$ cat config.mk
export PLATFORM = sky130hd
export DESIGN_NAME = multiphase_clock_divider
export DESIGN_NICKNAME = d
export VERILOG_FILES = /design/src/rtl/clk_div_pkg.sv /design/src/rtl/clk_div_phase_out.sv /design/src/rtl/multiphase_clock_divider.sv
export SDC_FILE = /design/constraint.sdc
export NUM_CORES = 1
export LEC_CHECK = 0
export CAP_MARGIN = 20
export CORE_MARGIN = 2
export CORE_UTILIZATION = 30
export CTS_CLUSTER_DIAMETER = 60
export CTS_CLUSTER_SIZE = 16
export DETAILED_ROUTE_END_ITERATION = 8
export GPL_ROUTABILITY_DRIVEN = 0
export SYNTH_ARGS = -nofsm -noshare
export SYNTH_HDL_FRONTEND = slang
export SYNTH_SLANG_ARGS = --single-unit
$ cat constraint.sdc
create_clock -name clk_in -period 14.72 [get_ports clk_in]
set_clock_uncertainty 0.1 [all_clocks]
set_input_delay 3.68 -clock clk_in [delete_from_list [all_inputs] [get_ports clk_in]]
set_output_delay 3.68 -clock clk_in [all_outputs]
set_load 0.05 [all_outputs]
$ cat src/rtl/clk_div_pkg.sv
// clk_div_pkg: shared constants and helpers for the multiphase clock divider.
//   CNT_W_DEFAULT   default width of divisor / high-time / phase fields
//   DEF_DIV_DEFAULT default divisor after reset (100 MHz -> 5 MHz)
//   MIN_DIV         smallest divisor a load may program
//   phase_lsb()     LSB position of channel k inside a packed phase vector
package clk_div_pkg;

    localparam int unsigned CNT_W_DEFAULT   = 16;
    localparam int unsigned DEF_DIV_DEFAULT = 20;
    localparam int unsigned MIN_DIV         = 2;

    function automatic int unsigned phase_lsb(input int unsigned k, input int unsigned w);
        return k * w;
    endfunction

endpackage

$ cat src/rtl/clk_div_phase_out.sv
// clk_div_phase_out: one phase-shifted output channel.
//   clk_in   system clock
//   rst_n    asynchronous active-low reset
//   en       run enable; output forced low when 0
//   cnt      shared period counter
//   div_act  active divisor
//   high_act active high time
//   phase    this channel's phase offset (always < div_act)
//   clk_out  registered channel output
module clk_div_phase_out #(
    parameter int unsigned CNT_W = 16
) (
    input  logic             clk_in,
    input  logic             rst_n,
    input  logic             en,
    input  logic [CNT_W-1:0] cnt,
    input  logic [CNT_W-1:0] div_act,
    input  logic [CNT_W-1:0] high_act,
    input  logic [CNT_W-1:0] phase,
    output logic             clk_out
);

    logic [CNT_W:0] diff;
    logic [CNT_W:0] pos;
    logic           out_d;

    // Position within the period: (cnt - phase) mod div_act, one extra bit
    // so the borrow is visible and the corrective add cannot overflow.
    always_comb begin
        diff = {1'b0, cnt} - {1'b0, phase};
        pos  = diff;
        if (diff[CNT_W]) begin
            pos = diff + {1'b0, div_act};
        end
        out_d = en && (pos < {1'b0, high_act});
    end

    always_ff @(posedge clk_in or negedge rst_n) begin
        if (!rst_n) begin
            clk_out <= 1'b0;
        end else begin
            clk_out <= out_d;
        end
    end

endmodule

$ cat src/rtl/multiphase_clock_divider.sv
// multiphase_clock_divider: programmable divider producing N_PH phase-shifted
// square outputs plus a period tick. Settings are double-buffered and only
// take effect at a period boundary (or immediately while disabled).
//   clk_in   system clock          rst_n    async active-low reset
//   en       run enable            load     capture strobe for the inputs below
//   div_in   period (cycles)       high_in  high time (cycles)
//   phase_in packed phase offsets  clk_out  phase outputs
//   tick     period-start pulse    pending  shadow waiting for a boundary
//   err      rejected-load pulse
module multiphase_clock_divider
    import clk_div_pkg::*;
#(
    parameter int unsigned CNT_W   = CNT_W_DEFAULT,
    parameter int unsigned N_PH    = 3,
    parameter int unsigned DEF_DIV = DEF_DIV_DEFAULT
) (
    input  logic                  clk_in,
    input  logic                  rst_n,
    input  logic                  en,
    input  logic                  load,
    input  logic [CNT_W-1:0]      div_in,
    input  logic [CNT_W-1:0]      high_in,
    input  logic [N_PH*CNT_W-1:0] phase_in,
    output logic [N_PH-1:0]       clk_out,
    output logic                  tick,
    output logic                  pending,
    output logic                  err
);

    localparam logic [CNT_W-1:0] RstDiv  = CNT_W'(DEF_DIV);
    localparam logic [CNT_W-1:0] RstHigh = CNT_W'(DEF_DIV / 2);

    logic [CNT_W-1:0]      cnt_q, cnt_d;
    logic [CNT_W-1:0]      div_act_q, high_act_q;
    logic [N_PH*CNT_W-1:0] ph_act_q;
    logic [CNT_W-1:0]      div_sh_q, high_sh_q;
    logic [N_PH*CNT_W-1:0] ph_sh_q;
    logic                  pending_q, pending_d;
    logic                  tick_q, err_q;
    logic                  load_ok, wrap, apply;

    always_comb begin
        load_ok = (div_in >= CNT_W'(MIN_DIV)) && (high_in <= div_in);
        for (int unsigned k = 0; k < N_PH; k++) begin
            if (phase_in[phase_lsb(k, CNT_W) +: CNT_W] >= div_in) begin
                load_ok = 1'b0;
            end
        end
        wrap = en && (cnt_q == div_act_q - CNT_W'(1));
        // While disabled there is no period in flight, so a pending shadow
        // can be applied right away.
        apply = pending_q && (wrap || !en);

        cnt_d = cnt_q + CNT_W'(1);
        if (!en || wrap) begin
            cnt_d = '0;
        end

        // A load coinciding with an apply re-arms pending for the next boundary.
        pending_d = pending_q;
        if (apply) begin
            pending_d = 1'b0;
        end
        if (load && load_ok) begin
            pending_d = 1'b1;
        end
    end

    always_ff @(posedge clk_in or negedge rst_n) begin
        if (!rst_n) begin
            cnt_q      <= '0;
            div_act_q  <= RstDiv;
            high_act_q <= RstHigh;
            ph_act_q   <= '0;
            div_sh_q   <= RstDiv;
            high_sh_q  <= RstHigh;
            ph_sh_q    <= '0;
            pending_q  <= 1'b0;
            tick_q     <= 1'b0;
            err_q      <= 1'b0;
        end else begin
            cnt_q     <= cnt_d;
            pending_q <= pending_d;
            tick_q    <= wrap;
            err_q     <= load && !load_ok;
            if (apply) begin
                div_act_q  <= div_sh_q;
                high_act_q <= high_sh_q;
                ph_act_q   <= ph_sh_q;
            end
            if (load && load_ok) begin
                div_sh_q  <= div_in;
                high_sh_q <= high_in;
                ph_sh_q   <= phase_in;
            end
        end
    end

    for (genvar k = 0; k < N_PH; k++) begin : g_phase
        clk_div_phase_out #(
            .CNT_W (CNT_W)
        ) u_phase_out (
            .clk_in   (clk_in),
            .rst_n    (rst_n),
            .en       (en),
            .cnt      (cnt_q),
            .div_act  (div_act_q),
            .high_act (high_act_q),
            .phase    (ph_act_q[phase_lsb(k, CNT_W) +: CNT_W]),
            .clk_out  (clk_out[k])
        );
    end

    assign tick    = tick_q;
    assign pending = pending_q;
    assign err     = err_q;

endmodule

==> qor.tcl <==
set qor(die_area_sq_mm) 0.0519
set qor(setup-violations-final) 0
set qor(timing.fmax_mhz) 144
set qor(most_common_cell_after_layout_fill_and_taps_aside) {ha_1}
set qor(finalCoreUtilization) 0.345
set qor(path_clk_slew_ps) 70
set qor(global_route.overflow_total) 0
set qor(clock_tree.buffer_depth) 2
set qor(pin_count) 90
set qor(synth_adder_area_share) 0.188
set qor(post-route-period-util) 0.473
set qor(synth.distinct_cells) 70
set qor(floorplan.initialDensity) 0.302
set qor(floorplan.rows) 82
set qor(hold_viol) 0
set qor(wire_length_of_the_first_global_routing_pass_mm) 65.4
set qor(slew_viol_final) 0
set qor(vias) 11500
set qor(synth-async-reset-ratio) 1.00
set qor(ys_seq_area_frac) 0.304
set qor(nNetsFinal) 1867
set qor(diodes) 0
set qor(die_height_um) 228
set qor(sequence_of_cells_on_the_critical_path) {clkdlybuf4s50_1, inv_1, ha_1, a22o_1, nor4_1, o2111ai_1, or4_1, a21oi_1, nand4_1, buf_4, mux2_1}
set qor(viasPerCell) 5.14
set qor(h_tree_levels) 4
set qor(crit_path_start_kind) {primary input}
set qor(timing.critical_path.fanout_max) 81
set qor(post-route-min-period_ps) 6960
set qor(cts_resized) 0
set qor(yosysWarnings) 0
set qor(hold_path_class) {reg -> reg}
set qor(route.antenna.remaining_nets) 0
set qor(critical_path.max_stage_delay_ps) 500
set qor(synth_simple_gate_area_frac) 0.107
set qor(critical_path_class) {in -> reg}
set qor(total_leakage_power_nw) 8.17
set qor(die_width_um) 228
set qor(synth.net_count) 1784
set qor(mean_routed_wirelength_per_cell_um) 18.4
set qor(numClockSinks) 182
set qor(cp_slowest_cell) {clkdlybuf4s50_1}
set qor(cts_tree) {built}
set qor(layout.cells.most_common_list) {216 x ha_1, 174 x dfrtp_1, 110 x inv_1, 95 x a21oi_1, 88 x clkdlybuf4s50_1}
set qor(number_of_optimization_iterations_in_the_first_detailed_route_pass) 5
set qor(slew_at_the_pin_closest_to_its_max_slew_limit_ps) 1080
set qor(portion_of_netlist_area_occupied_by_mux_cells) 0.159
set qor(numPortBuffers) 89
set qor(cellPowerDensity_mw_per_mm2) 266
set qor(synthesized_area_sq_mm) 0.0150
set qor(grt_max_degree) 107
set qor(clockRootBuffer) {clkbuf_16}
set qor(syn-instance-count) 1478
set qor(synth-compound-area-share) 0.141
set qor(endpoint_class_of_the_critical_path) {flip-flop}
set qor(setup_slack_reg_to_reg_ps) 8140
set qor(area_added_between_synthesis_and_finish_pct) 14.3
set qor(totalNegativeSetupSlack_ps) 0
set qor(status) {complete, no violations}
set qor(clk-insertion-delay-late_ps) 450
set qor(post-cts-setup-buffers) 0
set qor(worst_ep_required_time_ps) 14940
set qor(place_hpwl_mm) 33.6
set qor(crit_arrival_ps) 7180
set qor(cts_inserted_buffers) 17
set qor(synth_edf_count) 0
set qor(route.detailed.drc) 0
set qor(grt_pass1_vias) 11800
set qor(worst_ir_drop_vdd_mv) 0.0964
set qor(drive_above_1_share) 0.136
set qor(ys.flop_type) {dfrtp_1}
set qor(post_synth_xor_area_fraction) 0.0612
set qor(groute.usage.overall) 0.160
set qor(grt_antenna_before_repair) 0
set qor(rsz0062_at_grt) {false}
set qor(dominant_combinational_cell_family_by_area_after_synthesis) {adder cells}
set qor(synth_seq_cells) 182
set qor(final_wirelength_mm) 41.4
set qor(synth.avg_cell_area_sq_um) 10.2
set qor(timing.max_slew.rel_slack) 0.278
set qor(holdBufCountCts) 0
set qor(nFillCells) 4989
set qor(max_cap_viol) 0
set qor(placeableCoreArea_sq_mm) 0.0498
set qor(dr.first_iter.drc_count) 703
area by class of cell:
type	count	area, sq um	share of cell area
multi-input combinational	1155	9870	0.575
sequential	182	4560	0.266
timing repair buffer	95	952	0.0554
tap	672	841	0.0489
clock buffer	22	464	0.0270
inverter	110	413	0.0240
clock inverter	10	72.6	0.00422
sequential cells by signal, indices dropped and copies added (netlist names):
name / count
ph_act_q: 48
ph_sh_q: 48
cnt_q: 16
div_act_q: 16
div_sh_q: 16
high_act_q: 16
high_sh_q: 16
g_phase.u_phase_out.clk_out: 3
err: 1
pending: 1
tick: 1
cells by family after synthesis:
kind of cell | Yosys count
AO/OA/AOI/OAI | 326
XOR/XNOR | 105
adder cells (fa/ha/maj) | 222
buffers and inverters | 141
flip-flops | 182
multiplexers | 186
AND/OR/NAND/NOR | 316
worst paths after layout:
path                          startpoint                        endpoint  cells after the start
max in group asynchronous          rst_n                    ph_act_q[22]                      3
max                           div_in[15]                     div_sh_q[8]                     11
max reg2reg                     cnt_q[6]  g_phase[0].u_phase_out.clk_out                     21
min                        high_sh_q[10]                   high_sh_q[10]                      1
min in group asynchronous          rst_n                     ph_sh_q[44]                      1
min reg2reg                high_sh_q[10]                   high_sh_q[10]                      1
metal layers:
| metal | routed length, um | vias up | GRT usage |
|---|---|---|---|
| met1 | 19000 | 5689 | 0.206 |
| li1 | - | 5566 | - |
| met4 | 1050 | 0 | 0.0553 |
| met5 | 0 | - | 0 |
| met3 | 1230 | 57 | 0.0168 |
| met2 | 20200 | 237 | 0.278 |
worst max-delay path, delay by kind of cell:
kind | cells | cell delay, ps
simple gates | 3 | 950
compound gates | 3 | 620
buf+inv | 3 | 1040
mux | 1 | 470
fa+ha+maj | 1 | 350
through the flow:
stage | hold WS (ps) | power, W | instance area (sq um) | cells | worst slack, ps
2_1_floorplan | 364 | 0.00332 | 15000 | 1478 | 8440
3_3_place_gp | 376 | 0.00397 | 16600 | 2213 | 7380
3_5_place_dp | 382 | 0.00409 | 16600 | 2213 | 7310
4_1_cts | 397 | 0.00455 | 17200 | 2245 | 7770
5_1_grt | 410 | 0.00499 | 17200 | 2246 | 7600
6_report | 391 | 0.00456 | 17200 | 2246 | 7760
power by group:
group	switching [W]	internal (W)	total [W]
combinational	0.00164	0.00153	0.00318
sequential	0.000232	0.000723	0.000955
clock	0.000204	0.000226	0.000430
total	0.00208	0.00248	0.00456
cells in the mapped netlist (5+ instances only):
cell type  count  share of area
a2111oi_0      6         0.0035
a211oi_1      15         0.0075
a21o_1        55          0.027
a21oi_1       95          0.032
a31oi_1       12         0.0050
and3_1        11         0.0046
buf_6          8         0.0060
clkbuf_1      19         0.0047
dfrtp_1      174           0.29
dfstp_2        8          0.014
fa_1           6         0.0080
ha_1         216           0.18
inv_1        110          0.027
mux2_1        30          0.022
mux2_2        73          0.055
mux2_4        80          0.080
nand2_1       58          0.014
nand2b_1      20         0.0083
nand3_1       31          0.010
nand4_1       26          0.011
nor2_1        74          0.018
nor2b_1       19         0.0079
nor3_1        29         0.0097
nor4_1        10         0.0042
o211a_1        5         0.0033
o211ai_1       5         0.0025
o21a_1        19         0.0095
o21ai_0       42          0.014
o21ai_1       15         0.0050
o31ai_1       11         0.0055
or2_2          7         0.0029
or3_1          9         0.0037
or4_1          5         0.0025
xnor2_1       66          0.038
xor2_1        39          0.023
Power figures use the tool's default switching activity.
